<file path="config.mk">
export PLATFORM = sky130hd
export DESIGN_NAME = cordic_scheduler
export DESIGN_NICKNAME = d
export VERILOG_FILES = /design/src/rtl/cordic_scheduler.sv
export SDC_FILE = /design/constraint.sdc
export NUM_CORES = 1
export LEC_CHECK = 0
export ABC_CLOCK_PERIOD_IN_PS = 2450
export CORE_MARGIN = 2
export CORE_UTILIZATION = 34
export DETAILED_ROUTE_END_ITERATION = 10
export PLACE_DENSITY = 0.84
export SKIP_LAST_GASP = 1
export SLEW_MARGIN = 25
export SYNTH_ARGS = -nofsm -noshare
export SYNTH_HDL_FRONTEND = slang
export SYNTH_SLANG_ARGS = --single-unit
</file>
<file path="constraint.sdc">
create_clock -name clk -period 2.45 [get_ports clk]
set_input_delay 0.3675 -clock clk [delete_from_list [all_inputs] [get_ports clk]]
set_output_delay 0.3675 -clock clk [all_outputs]
set_load 0.01 [all_outputs]
</file>
<file path="src/rtl/cordic_scheduler.sv">
// Round-robin front end that shares one iterative CORDIC core between NUM_REQ requesters.
// Define CORDIC_SCHED_TIMEOUT_EN to add the WAIT-state watchdog (TIMEOUT_CYCLES).
module cordic_scheduler #(
    parameter int NUM_REQ        = 4,
    parameter int FIXED_WIDTH    = 16,
    parameter int SHIFT_W        = $clog2(FIXED_WIDTH) + 1,
    parameter int ID_W           = $clog2(NUM_REQ),
    parameter int TIMEOUT_CYCLES = 32
) (
    input  logic                           clk,
    input  logic                           rst,
    input  logic [NUM_REQ-1:0]             req_valid,
    output logic [NUM_REQ-1:0]             req_ready,
    input  logic [2*NUM_REQ-1:0]           req_mode,
    input  logic [NUM_REQ-1:0]             req_rot,
    input  logic [SHIFT_W*NUM_REQ-1:0]     req_shift,
    input  logic [FIXED_WIDTH*NUM_REQ-1:0] req_a,
    input  logic [FIXED_WIDTH*NUM_REQ-1:0] req_b,
    output logic                           rsp_valid,
    input  logic                           rsp_ready,
    output logic [ID_W-1:0]                rsp_id,
    output logic [FIXED_WIDTH-1:0]         rsp_out1,
    output logic [FIXED_WIDTH-1:0]         rsp_out2,
    output logic                           rsp_error,
    output logic                           core_start,
    output logic [1:0]                     core_mode,
    output logic                           core_is_rotating,
    output logic [SHIFT_W-1:0]             core_alpha_shift,
    output logic [FIXED_WIDTH-1:0]         core_a,
    output logic [FIXED_WIDTH-1:0]         core_b,
    input  logic [FIXED_WIDTH-1:0]         core_out1,
    input  logic [FIXED_WIDTH-1:0]         core_out2,
    input  logic                           core_done
);

    typedef enum logic [1:0] {
        S_IDLE,
        S_ISSUE,
        S_WAIT,
        S_RESP
    } state_t;

    state_t r_state;
    state_t w_next;

    logic [ID_W-1:0]        r_rr_ptr;
    logic [ID_W-1:0]        w_win;
    logic                   w_any;
    logic                   w_accept;
    logic                   w_tmo;

    logic [1:0]             w_sel_mode;
    logic                   w_sel_rot;
    logic [SHIFT_W-1:0]     w_sel_shift;
    logic [FIXED_WIDTH-1:0] w_sel_a;
    logic [FIXED_WIDTH-1:0] w_sel_b;

    logic [ID_W-1:0]        r_cfg_id;
    logic [1:0]             r_cfg_mode;
    logic                   r_cfg_rot;
    logic [SHIFT_W-1:0]     r_cfg_shift;
    logic [FIXED_WIDTH-1:0] r_cfg_a;
    logic [FIXED_WIDTH-1:0] r_cfg_b;
    logic [FIXED_WIDTH-1:0] r_out1;
    logic [FIXED_WIDTH-1:0] r_out2;

    // Two passes: indices above the last winner first, then wrap from 0.
    always_comb begin
        w_any = 1'b0;
        w_win = '0;
        for (int i = 0; i < NUM_REQ; i++) begin
            if (!w_any && req_valid[i] && (ID_W'(i) > r_rr_ptr)) begin
                w_any = 1'b1;
                w_win = ID_W'(i);
            end
        end
        for (int i = 0; i < NUM_REQ; i++) begin
            if (!w_any && req_valid[i] && (ID_W'(i) <= r_rr_ptr)) begin
                w_any = 1'b1;
                w_win = ID_W'(i);
            end
        end
    end

    assign w_accept = (r_state == S_IDLE) && w_any;

    always_comb begin
        req_ready   = '0;
        w_sel_mode  = '0;
        w_sel_rot   = 1'b0;
        w_sel_shift = '0;
        w_sel_a     = '0;
        w_sel_b     = '0;
        for (int i = 0; i < NUM_REQ; i++) begin
            if (w_win == ID_W'(i)) begin
                req_ready[i] = w_accept;
                w_sel_mode   = req_mode[2*i +: 2];
                w_sel_rot    = req_rot[i];
                w_sel_shift  = req_shift[SHIFT_W*i +: SHIFT_W];
                w_sel_a      = req_a[FIXED_WIDTH*i +: FIXED_WIDTH];
                w_sel_b      = req_b[FIXED_WIDTH*i +: FIXED_WIDTH];
            end
        end
    end

    always_ff @(posedge clk or posedge rst) begin
        if (rst) begin
            r_state <= S_IDLE;
        end else begin
            r_state <= w_next;
        end
    end

    always_comb begin
        w_next     = r_state;
        core_start = 1'b0;
        unique case (r_state)
            S_IDLE: begin
                if (w_any) w_next = S_ISSUE;
            end
            S_ISSUE: begin
                core_start = 1'b1;
                w_next     = S_WAIT;
            end
            S_WAIT: begin
                if (core_done || w_tmo) w_next = S_RESP;
            end
            S_RESP: begin
                if (rsp_ready) w_next = S_IDLE;
            end
            default: w_next = S_IDLE;
        endcase
    end

    always_ff @(posedge clk or posedge rst) begin
        if (rst) begin
            r_rr_ptr    <= ID_W'(NUM_REQ - 1);
            r_cfg_id    <= '0;
            r_cfg_mode  <= '0;
            r_cfg_rot   <= 1'b0;
            r_cfg_shift <= '0;
            r_cfg_a     <= '0;
            r_cfg_b     <= '0;
            r_out1      <= '0;
            r_out2      <= '0;
        end else begin
            if (w_accept) begin
                r_rr_ptr    <= w_win;
                r_cfg_id    <= w_win;
                r_cfg_mode  <= w_sel_mode;
                r_cfg_rot   <= w_sel_rot;
                r_cfg_shift <= w_sel_shift;
                r_cfg_a     <= w_sel_a;
                r_cfg_b     <= w_sel_b;
            end
            if (r_state == S_WAIT) begin
                if (core_done) begin
                    r_out1 <= core_out1;
                    r_out2 <= core_out2;
                end else if (w_tmo) begin
                    r_out1 <= '0;
                    r_out2 <= '0;
                end
            end
        end
    end

`ifdef CORDIC_SCHED_TIMEOUT_EN
    localparam int CW = $clog2(TIMEOUT_CYCLES + 1);

    logic [CW-1:0] r_tmo_cnt;
    logic          r_err;

    assign w_tmo = (r_state == S_WAIT) && (r_tmo_cnt == CW'(TIMEOUT_CYCLES));

    always_ff @(posedge clk or posedge rst) begin
        if (rst) begin
            r_tmo_cnt <= '0;
            r_err     <= 1'b0;
        end else begin
            if (r_state == S_ISSUE) begin
                r_tmo_cnt <= '0;
            end else if (r_state == S_WAIT) begin
                r_tmo_cnt <= r_tmo_cnt + 1'b1;
            end
            if (r_state == S_WAIT) begin
                if (core_done) begin
                    r_err <= 1'b0;
                end else if (w_tmo) begin
                    r_err <= 1'b1;
                end
            end
        end
    end

    assign rsp_error = r_err;
`else
    assign w_tmo     = 1'b0;
    assign rsp_error = 1'b0;
`endif

    assign rsp_valid        = (r_state == S_RESP);
    assign rsp_id           = r_cfg_id;
    assign rsp_out1         = r_out1;
    assign rsp_out2         = r_out2;
    assign core_mode        = r_cfg_mode;
    assign core_is_rotating = r_cfg_rot;
    assign core_alpha_shift = r_cfg_shift;
    assign core_a           = r_cfg_a;
    assign core_b           = r_cfg_b;

endmodule

</file>
# Yosys cells after proc, flatten, opt, wreduce, memory -nomap -nowiden
# Index checks and enable logic that the tools add are counted.
# word_totals
regBits	78
input_bits	200
out_inout_bits	81
wordCells	98
# classes
eq_ne	9
n_lt_le_gt_ge	8
n_mux	44
n_reduce_logical	27
# op_table
operator	n
16-bit 2-to-1 mux	8
2-bit 2-to-1 mux	13
5-bit 2-to-1 mux	4
1-bit 2-to-1 mux	18
1-bit logical AND	16
2-bit == test, second input constant	4
2-bit case mux with 4 select lines	1
1-bit zero test	7
2-bit by 1-bit == test with 1-bit output, second input constant	2
1-bit by 2-bit > comparator with 1-bit output, first input constant	2
2-bit > comparator, first input constant	2
1-bit by 2-bit <= comparator with 1-bit output, first input constant	2
2-bit <= comparator, first input constant	2
2-bit zero test	2
2-bit != test, second input constant	2
3-bit AND reduction	1
2-bit by 1-bit != test with 1-bit output, second input constant	1
2-bit AND reduction	1

# Logic depth before layout (Yosys ltp)
# Gate-level depths: netlist (run 1).
# logic_depth
word_depth	36
ltp_mapped	8
ltp_nobuf	6

# Worst setup path after synthesis (run 1)
# No wires, ideal clock.
# synth_path
path_type	flip-flop to output port
from	register r_rr_ptr[1]
to	output req_ready[3]
stages_incl_launch_ff	8
arrival_time_ns	1.551
slack_ns	0.531
required_time_ns	2.082
path_buffers	3
cell_sequence	dfstp_2 -> buf_2 -> nand2b_1 -> a21oi_1 -> o221a_1 -> buf_6 -> buf_4 -> nor2_1
# synth_between
elab_chain_cells	33
elab_cells_between_ends	48
cone_classes	8 x order compare; 1 x eq/ne; 16 x mux; 23 x reduce/logical
# synth_rtl
item	line	text
start: declaration	46	logic [ID_W-1:0] r_rr_ptr;
start signal: assignment	137	r_rr_ptr <= ID_W'(NUM_REQ - 1);
start signal: assignment	148	r_rr_ptr <= w_win;
1-bit by 2-bit > comparator with 1-bit output	72	if (!w_any && req_valid[i] && (ID_W'(i) > r_rr_ptr)) begin
1-bit logical AND	72	
1-bit 2-to-1 mux	72	
1-bit zero test	72	
1-bit logical AND (2 in a row)	72	
1-bit 2-to-1 mux	72	
1-bit zero test	72	
1-bit logical AND (2 in a row)	72	
[... 13 more ...]	n/a	
1-bit zero test	78	if (!w_any && req_valid[i] && (ID_W'(i) <= r_rr_ptr)) begin
1-bit logical AND (2 in a row)	78	
1-bit 2-to-1 mux	78	
1-bit zero test	78	
1-bit logical AND (2 in a row)	78	
2-bit 2-to-1 mux / 1-bit 2-to-1 mux (equally long branches)	78	
2-bit == test / 1-bit logical AND (equally long branches)	95, 85	
1-bit 2-to-1 mux *	95	if (w_win == ID_W'(i)) begin
end: declaration	13	output logic [NUM_REQ-1:0] req_ready,
# Every way passes the cells marked *; elsewhere a longest branch is shown, timed or not.

# Final worst setup path (run 1)
# layout_path
from	input req_valid[1]
to	output req_ready[3]
# layout_between
elab_chain_cells	29
elab_cells_between_ends	37
cone_classes	1 x eq/ne; 15 x mux; 21 x reduce/logical
# layout_rtl
item	line	text
start: declaration	12	input logic [NUM_REQ-1:0] req_valid,
1-bit logical AND (2 in a row)	72	
1-bit 2-to-1 mux	72	
1-bit zero test	72	
1-bit logical AND (2 in a row)	72	
1-bit 2-to-1 mux	72	
1-bit zero test	72	
1-bit logical AND (2 in a row)	72	
1-bit 2-to-1 mux	72	
[... 8 more ...]	n/a	
1-bit zero test	78	
1-bit logical AND (2 in a row)	78	
1-bit 2-to-1 mux	78	
1-bit zero test	78	
1-bit logical AND (2 in a row)	78	
2-bit 2-to-1 mux / 1-bit 2-to-1 mux (equally long branches)	78	
2-bit == test / 1-bit logical AND (equally long branches)	95, 85	
1-bit 2-to-1 mux *	95	
# Marks and branches as above.

==> results.py, run 1 <==
metrics = {
    "outcome": {
        "outcome": "finished clean",
    },
    "synth": {
        "synth.top_cells.by_area": "dfrtp_1, mux2_2, a2bb2oi_1",
        "yosys.cell_types.count": 47,
        "synth_edf_count": 0,
        "yosysTopAreaCellShare": 0.420,
        "synth_seq_cells": 78,
        "syn_area_per_cell_sq_um": 10.4,
        "synth_flop_cell": "dfrtp_1",
        "syn_nets": 642,
        "yosysWarningCount": 0,
        "synthArstFlopShare": 1.00,
        "seq_area_frac_synth": 0.431,
        "synth_area_sq_mm": 0.00453,
        "synth_top_cell_by_area": "dfrtp_1",
        "synthCells": 437,
    },
    "run": {
        "max_cap_violations": 0,
    },
    "grt": {
        "grt_max_degree": 56,
        "track_usage": 0.244,
        "grt_pass1_wl_um": 27200,
        "antenna_found_initial": 0,
        "grt-ovfl-total": 0,
        "grt_pass1_vias": 5091,
    },
    "power": {
        "irDropWorstVdd_v": 0.000612,
        "p_per_area_mw_per_mm2": 1110,
        "fin_total_pwr_mw": 8.96,
        "leakage_nw": 3.17,
    },
    "critical_path": {
        "rrSetupSlack_ns": 0.27,
        "cp-start-kind": "input pin",
        "cp-end-kind": "output port",
        "path_class": "in -> out",
        "r2r-end": "core_a[15]$_DFFE_PP0P_",
        "critPathMaxStageDelay_ns": 0.55,
        "crit_family": "buffers and inverters",
        "crit_chain": "clkdlybuf4s50_1 > buf_4 > inv_1 > o21ai_2 > o31ai_2 > o221ai_1 > nor2_1 > dlygate4sd2_1",
        "r2r_start": "r_rr_ptr[1]$_DFFE_PP1P_",
        "worstPathArrival_ns": 1.99,
        "cp_slowest_cell": "clkdlybuf4s50_1",
        "path_max_fanout": 5,
        "cp_data_required_time_ns": 2.08,
        "worst-path-buf-inv": 4,
        "rr_worst_depth": 7,
    },
    "sta": {
        "tightestPinTransition_ns": 0.525,
        "fin_crit_ns": 2.36,
        "fin_crit_sh": 0.963,
        "skew_ns": 0.00597,
        "setup_violations": 0,
        "worst_hold_slack_ns": 0.225,
        "finalHoldViolCount": 0,
        "maxSlewViolCount": 0,
        "slew-limit-headroom": 0.650,
        "fin_setup_tns_ns": 0,
        "max_freq_ghz": 0.424,
        "rsz0062_at_grt": "false",
    },
    "detailed_routing": {
        "drt_drc_violations_left": 0,
        "ant_nets": 0,
        "wl_um": 17900,
        "vias": 4957,
        "vias_per_cell": 5.48,
        "dr.pass1.iters": 5,
        "avgRoutedWirePerCell_um": 19.8,
        "drt_iter0_markers": 370,
    },
    "floorplan": {
        "rows": 42,
        "ioPinCount": 281,
        "die_x_um": 119,
        "dieHeight_um": 119,
        "coreArea_sq_mm": 0.0131,
        "dieArea_sq_mm": 0.0143,
        "initial_core_util": 0.345,
    },
    "cts": {
        "root_buffer": "clkbuf_16",
        "clk_pin_slew_ns": 0.07,
        "cts_buffer_depth": 2,
        "clkSinkCount": 78,
        "cts_tree": "done",
        "h-tree-depth": 3,
        "clkLatencyLatePin_ns": 0.34,
        "cts_inserted_buffers": 9,
    },
    "layout": {
        "antennaDiodeCount": 0,
        "fillers": 1081,
        "nNetsFinal": 929,
        "area_growth_pct": 77.4,
        "drive_gt1_frac": 0.167,
        "stdcell_count": 905,
    },
    "placed_design": {
        "place_hpwl_um": 13100,
        "place_congestion": 0.872,
        "dpl.cell_count": 886,
        "numPortBuffers": 279,
    },
    "hold_path": {
        "hp-class": "in -> async",
    },
}
-- where the power goes --
part	leakage [nW]	internal, mW	switching, mW	total, mW
clock	0.151	0.803	0.590	1.39
combinational	2.09	2.77	2.44	5.22
sequential	0.932	1.95	0.398	2.35
-- cell families after synthesis --
kind of cell             count (synthesis)  synth area share
AO/OA/AOI/OAI                          183             0.321
multiplexers                            33            0.0820
other                                    1          0.000827
AND/OR/NAND/NOR                         85            0.0892
buffers and inverters                   52            0.0621
flip-flops                              78             0.431
adder cells (fa/ha/maj)                  5            0.0138
-- synth_stat cells (all sizes together) (3+ instances only) --
library cell,number
o32ai,6
nor2,27
clkbuf,11
ha,5
a22oi,20
buf,32
a21oi,22
o2bb2ai,7
a2bb2oi,30
mux2,33
o21ai,37
a221oi,26
dfrtp,76
nand2b,3
inv,9
o211ai,24
nand2,35
nand3b,14
-- flip-flops by register name, indices dropped and copies added (netlist names) --
register,count
rsp_out1,16
core_b,16
r_rr_ptr,2
core_is_rotating,1
rsp_id,2
core_alpha_shift,5
r_state,2
rsp_out2,16
core_a,16
core_mode,2
-- worst max-delay path by stage --
stage	start	endpoint	slack, ns	cells past startpoint
global route	req_valid[1]	req_ready[3]	0.04	8
finish	req_valid[1]	req_ready[3]	0.09	8
detailed placement	req_valid[3]	req_ready[3]	-0.14	7
CTS	req_valid[1]	req_ready[3]	0.1	8
floorplan	rst	core_a[0]$_DFFE_PP0P_	0.09	1
global placement	req_valid[2]	req_ready[2]	-0.06	5
-- metrics by stage --
stage	worst slack [ns]	utilization	area, sq um
2_1_floorplan	0.0908	-	4530
3_3_place_gp	-0.0574	0.587	7710
3_5_place_dp	-0.143	0.587	7710
4_1_cts	0.0997	0.611	8030
5_1_grt	0.0388	0.612	8040
6_report	0.0905	0.612	8040
-- cell type report --
type	instances	area [sq um]	share of cell area
clock buffer	9	225	0.0280
inverter	9	35.0	0.00436
tap	176	220	0.0274
timing repair buffer	319	3200	0.398
clock inverter	7	78.8	0.00980
sequential	78	1950	0.243
multi-input combinational	307	2330	0.290
-- timing repair --
item                                   in CTS  in global routing
setup endpoints to repair                   4                  1
resized for setup                           7                  3
pin swaps                                   0                  1
hold buffers                                0                  0
endpoints found under the hold margin       0                  0
setup buffers                               2                  1
-- cell usage in the layout, fill, tap and decap left out, types with 2 or more instances in the layout --
master           count
a21oi_1             21
a221oi_1            18
a221oi_2             8
a22oi_1             15
a22oi_2              5
a2bb2oi_1           27
a2bb2oi_2            3
buf_12               9
buf_4               31
clkbuf_16            9
clkdlybuf4s50_1    274
clkinv_2             2
clkinv_4             2
dfrtp_1             76
dfstp_2              2
dlygate4sd2_1        5
ha_1                 5
inv_1                8
inv_6                3
mux2_2              33
nand2_1             35
nand2b_1             3
nand3b_1            14
nor2_1              25
o211ai_1            24
o21ai_0             17
o21ai_1             18
o2bb2ai_1            7
o32ai_1              6
-- routing by layer --
metal	vias to the layer above	wire, um	GRT usage
li1	2241	-	-
met1	2453	6900	0.279
met2	234	9290	0.443
met3	29	1230	0.0527
met4	0	458	0.0956
met5	-	0	0
-- worst reg2reg max path, delay by kind of cell (launching register included) --
kind | cells | cell delay [ns]
flip-flops | 1 | 0.53
AO/OA/AOI/OAI | 4 | 0.85
buffers and inverters | 2 | 0.56
AND/OR/NAND/NOR | 1 | 0.13
No activity file was read; power rests on OpenSTA's default activity.
==> run 2: changes to the inputs <==
==> constraint.sdc (replaced) <==
create_clock -name clk -period 2.45 [get_ports clk]
set_input_delay 0.245 -clock clk [delete_from_list [all_inputs] [get_ports clk]]
set_output_delay 0.245 -clock clk [all_outputs]
set_load 0.01 [all_outputs]
==> run 2 against run 1 <==
Count of clock-buffer cells in the layout is 2 higher; via count is 1.5% lower; total power is 2.1% lower; combinational power is 2% lower; die area stayed put; register-to-register slack better by 0.10 ns.
==> results.py, run 2 (synthesis gave the netlist of run 1 again) <==
metrics = {
    "outcome": {
        "outcome": "finished clean",
    },
    "layout": {
        "area_growth_pct": 75.0,
        "finish.instance_area_sq_mm": 0.00793,
        "final_util": 0.604,
        "nNetsFinal": 916,
        "antennaDiodeCount": 0,
        "drive_gt1_frac": 0.151,
        "final_cell_mix": "clkdlybuf4s50_1, dfrtp_1, nand2_1, mux2_2, a2bb2oi_1",
        "stdcell_count": 892,
        "layout_commonest_cell": "clkdlybuf4s50_1",
    },
    "sta": {
        "fin_crit_sh": 0.981,
        "finalHoldViolCount": 0,
        "fin_crit_ns": 2.40,
        "rsz0062_at_grt": "true",
        "maxSlewViolCount": 0,
        "setup_violations": 0,
        "skew_ns": 0.00526,
        "max_freq_ghz": 0.416,
    },
    "grt": {
        "antenna_found_initial": 0,
        "grt-ovfl-total": 0,
        "track_usage": 0.240,
        "grt_pass1_vias": 5101,
        "grt_max_degree": 56,
        "grt_pass1_wl_um": 26900,
    },
    "placed_design": {
        "numPortBuffers": 279,
        "placed_cell_area_sq_mm": 0.00760,
        "place_hpwl_um": 12800,
        "place_congestion": 0.916,
        "dpl.cell_count": 874,
    },
    "detailed_routing": {
        "drt_drc_violations_left": 0,
        "dr.pass1.iters": 4,
        "avgRoutedWirePerCell_um": 19.5,
        "wl_um": 17400,
        "vias": 4882,
        "ant_nets": 0,
        "drt_iter0_markers": 455,
        "vias_per_cell": 5.47,
    },
    "hold_path": {
        "hp-class": "in -> async",
    },
    "cts": {
        "postCtsHoldBufs": 0,
        "cts_tree": "done",
        "root_buffer": "clkbuf_16",
        "clkLatencyLatePin_ns": 0.34,
        "clkSinkCount": 78,
        "h-tree-depth": 3,
        "cts_inserted_buffers": 9,
        "cts_buffer_depth": 2,
        "clk_pin_slew_ns": 0.06,
    },
    "power": {
        "p_per_area_mw_per_mm2": 1110,
        "leakage_nw": 3.10,
        "irDropWorstVdd_v": 0.000530,
    },
    "critical_path": {
        "crit_chain": "clkdlybuf4s50_1 > buf_4 > o21ai_0 > a2bb2oi_2 > nor3_1 > clkdlybuf4s50_1",
        "cp_slowest_cell": "clkdlybuf4s50_1",
        "cp_data_required_time_ns": 2.20,
        "path_max_fanout": 8,
        "cp-start-kind": "input pin",
        "path_class": "in -> out",
        "worst-path-buf-inv": 3,
        "crit_top_cell": "clkdlybuf4s50_1",
        "rr_worst_depth": 6,
        "critPathMaxStageDelay_ns": 0.58,
        "r2r-end": "core_a[15]$_DFFE_PP0P_",
        "cp-end-kind": "output port",
        "rrSetupSlack_ns": 0.37,
        "worst-path-stages": 6,
        "r2r_start": "r_rr_ptr[1]$_DFFE_PP1P_",
        "crit_family": "buffers and inverters",
        "worstPathArrival_ns": 2.16,
    },
    "floorplan": {
        "ioPinCount": 281,
        "dieHeight_um": 119,
        "initial_core_util": 0.345,
        "coreArea_sq_mm": 0.0131,
        "dieArea_sq_mm": 0.0143,
        "die_x_um": 119,
        "rows": 42,
    },
    "run": {
        "max_cap_violations": 0,
    },
}
## run 2: cell types whose count changed in the layout (fill, tap and decap cells not counted), moves of 2 or more
cell,delta
dlymetal6s2s_1,+2
clkinvlp_4,+2
clkdlybuf4s50_1,+3
clkbuf_8,+2
buf_4,-12
dlygate4sd2_1,-5
## run 2: report_power, final
group          switching, mW  leakage [nW]  internal [mW]
registers              0.394         0.932           1.95
logic                   2.41          2.03           2.70
clock network          0.561         0.139          0.751
## run 2: per-layer routing
| layer | routed length [um] | vias to the layer above | track usage | part of all wire |
|---|---|---|---|---|
| met2 | 8890 | 240 | 0.426 | 0.51 |
| met3 | 1330 | 31 | 0.0570 | 0.077 |
| met5 | 0 | - | 0 | 0 |
| li1 | - | 2216 | - | - |
| met1 | 6640 | 2395 | 0.272 | 0.38 |
| met4 | 489 | 0 | 0.108 | 0.028 |
## run 2: layout make-up
| class | count | area, sq um |
|---|---|---|
| inverter | 9 | 35.0 |
| multi-input combinational | 307 | 2330 |
| fill | 1056 | 5210 |
| clock buffer | 11 | 253 |
| sequential | 78 | 1950 |
| clock inverter | 5 | 41.3 |
| timing repair buffer | 306 | 3100 |
| tap | 176 | 220 |
## run 2: worst max-delay path by stage
| stage | start | to | slack, ns |
|---|---|---|---|
| final | req_valid[3] | req_ready[1] | 0.05 |
| after global routing | req_valid[3] | req_ready[1] | -0.01 |
| after CTS | r_rr_ptr[1]$_DFFE_PP1P_ | req_ready[3] | 0.05 |
| after detailed placement | req_valid[2] | req_ready[2] | 0.06 |
| after global placement | req_valid[2] | req_ready[2] | 0.11 |
| after floorplan | rst | core_a[0]$_DFFE_PP0P_ | 0.21 |
## run 2: metrics by stage
step | TNS (ns) | hold slack, ns | power [mW] | setup WS (ns)
after CTS | 0 | 0.222 | 8.83 | 0.0458
after global routing | -0.0113 | 0.234 | 9.33 | -0.0113
final | 0 | 0.219 | 8.77 | 0.0471
after global placement | 0 | 0.469 | 7.26 | 0.111
after detailed placement | 0 | 0.474 | 7.45 | 0.0603
after floorplan | 0 | 0.395 | 5.01 | 0.213
## run 2: timing repair
item                       in CTS  in global routing
setup buffers                   2                  0
setup endpoints to repair       1                  3
gates resized for setup         0                  5
==> run 3: changes to the inputs <==
--- a/config.mk
+++ b/config.mk
@@ -6,8 +6,8 @@
 export NUM_CORES = 1
 export LEC_CHECK = 0
 export ABC_CLOCK_PERIOD_IN_PS = 2450
-export CORE_MARGIN = 2
 export CORE_UTILIZATION = 34
+export CTS_CLUSTER_SIZE = 14
 export DETAILED_ROUTE_END_ITERATION = 10
 export PLACE_DENSITY = 0.84
 export SKIP_LAST_GASP = 1
==> run 3 against run 2 <==
Clock skew rose by 0.0014 ns; count of clock-buffer cells in the layout fell by 2; register-to-register slack improved by 0.04 ns; fmax rose by 2.1%; sequential share of layout area barely moved; cell area fell by 0.11%; sequential power barely moved; sequential cell count did not move; final cell count fell by 0.22%.
==> results.py, run 3 (synthesis gave the netlist of run 1 again) <==
metrics = {
    "cts": {
        "h-tree-depth": 3,
        "clk_pin_slew_ns": 0.07,
        "clkSinkCount": 78,
        "root_buffer": "clkbuf_16",
        "cts_inserted_buffers": 9,
        "cts_tree": "done",
        "cts_buffer_depth": 2,
        "clkLatencyLatePin_ns": 0.34,
        "postCtsHoldBufs": 0,
    },
    "outcome": {
        "outcome": "finished clean",
    },
    "power": {
        "p_per_area_mw_per_mm2": 1110,
        "leakage_nw": 3.07,
        "fin_total_pwr_mw": 8.77,
        "irDropWorstVdd_v": 0.000410,
    },
    "sta": {
        "fin_crit_ns": 2.35,
        "finalHoldViolCount": 0,
        "fin_setup_tns_ns": 0,
        "maxSlewViolCount": 0,
        "fin_crit_sh": 0.961,
        "skew_ns": 0.00666,
        "setup_violations": 0,
        "max_freq_ghz": 0.425,
        "rsz0062_at_grt": "false",
    },
    "critical_path": {
        "r2r-end": "core_b[8]$_DFFE_PP0P_",
        "cp_slowest_cell": "dfstp_2",
        "path_max_fanout": 7,
        "crit_family": "flip-flops",
        "rrSetupSlack_ns": 0.41,
        "cp-end-kind": "output port",
        "r2r_start": "r_rr_ptr[1]$_DFFE_PP1P_",
        "startpoint": "r_rr_ptr[1]$_DFFE_PP1P_",
        "cp_data_required_time_ns": 2.20,
        "rr_worst_depth": 7,
        "critPathMaxStageDelay_ns": 0.60,
        "worst-path-buf-inv": 1,
        "cp-start-kind": "flip-flop",
        "cp-endpoint": "req_ready[3]",
        "path_class": "reg -> out",
        "worst-path-stages": 5,
        "crit_chain": "nand2b_1 > a21oi_1 > o221a_2 > nor2_1 > clkdlybuf4s50_1",
        "worstPathArrival_ns": 2.11,
    },
    "grt": {
        "antenna_found_initial": 0,
        "grt-ovfl-total": 0,
        "grt_max_degree": 41,
        "track_usage": 0.253,
        "grt_pass1_wl_um": 27600,
        "grt_pass1_vias": 5237,
    },
    "detailed_routing": {
        "avgRoutedWirePerCell_um": 19.6,
        "vias": 4879,
        "drt_iter0_markers": 303,
        "dr.pass1.iters": 5,
        "drt_drc_violations_left": 0,
        "ant_nets": 0,
        "wl_um": 17400,
        "vias_per_cell": 5.48,
    },
    "floorplan": {
        "dieArea_sq_mm": 0.0138,
        "coreArea_sq_mm": 0.0128,
        "rows": 41,
        "initial_core_util": 0.353,
        "dieHeight_um": 117,
        "die_x_um": 117,
        "ioPinCount": 281,
    },
    "run": {
        "max_cap_violations": 0,
    },
    "layout": {
        "layout_commonest_cell": "clkdlybuf4s50_1",
        "area_growth_pct": 74.8,
        "final_cell_mix": "clkdlybuf4s50_1, dfrtp_1, nand2_1, mux2_2, a2bb2oi_1",
        "nNetsFinal": 918,
        "antennaDiodeCount": 0,
        "drive_gt1_frac": 0.155,
    },
    "hold_path": {
        "hp-class": "in -> async",
    },
    "placed_design": {
        "place_congestion": 0.899,
        "place_hpwl_um": 13200,
        "numPortBuffers": 279,
    },
}
[run 3: cell count changes in the layout (fill, tap and decap cells not counted), moves of 2 or more]
cell and change:
clkdlybuf4s50_1 +2, dlymetal6s2s_1 -2, clkbuf_8 -2, buf_4 +2
[run 3: power by group]
group,total [mW],switching (mW),leakage (nW),internal [mW]
clock,1.27,0.572,0.133,0.697
sequential,2.35,0.401,0.932,1.95
combinational,5.14,2.42,2.01,2.73
total,8.77,3.39,3.07,5.38
[run 3: how the worst min path moves through the flow]
stage                           from                        to  slack (ns)  cells after the start
5_1_grt                          rst   rsp_out2[7]$_DFFE_PP0P_        0.29                      2
3_3_place_gp   rsp_id[1]$_DFFE_PP0P_     rsp_id[1]$_DFFE_PP0P_        0.47                      2
4_1_cts                          rst   rsp_out2[7]$_DFFE_PP0P_        0.25                      2
2_1_floorplan          core_out1[13]  rsp_out1[13]$_DFFE_PP0P_        0.40                      1
3_5_place_dp   rsp_id[1]$_DFFE_PP0P_     rsp_id[1]$_DFFE_PP0P_        0.47                      2
6_report                         rst   rsp_out2[7]$_DFFE_PP0P_        0.24                      2
[run 3: timing repair]
action	CTS	global route
setup endpoints to repair	1	2
resized for setup	0	4
pin swaps	0	0
buffers inserted	2	0
[run 3: through the flow]
step,util,hold slack (ns),area [sq um],cells,setup WS (ns)
global route,0.618,0.294,7920,890,0.0128
CTS,0.617,0.253,7910,890,0.0420
floorplan,-,0.395,4530,437,0.213
finish,0.618,0.244,7920,890,0.0965
detailed placement,0.594,0.473,7610,872,0.0748
global placement,0.594,0.470,7610,872,0.0862
[run 3: layout make-up]
cell class | count | area [sq um]
fillers | 1049 | 4900
repair buffers | 308 | 3110
multi-input cells | 307 | 2330
flip-flops and latches | 78 | 1950
clock buffers | 9 | 225
well taps | 172 | 215
clock inverters | 7 | 55.1
inverters | 9 | 35.0
[run 3: routing by layer]
metal	GRT usage	routed length, um	up-vias
met5	0	0	-
met4	0.103	526	0
met3	0.0678	1420	44
met2	0.461	9000	266
met1	0.277	6470	2354
li1	-	-	2215
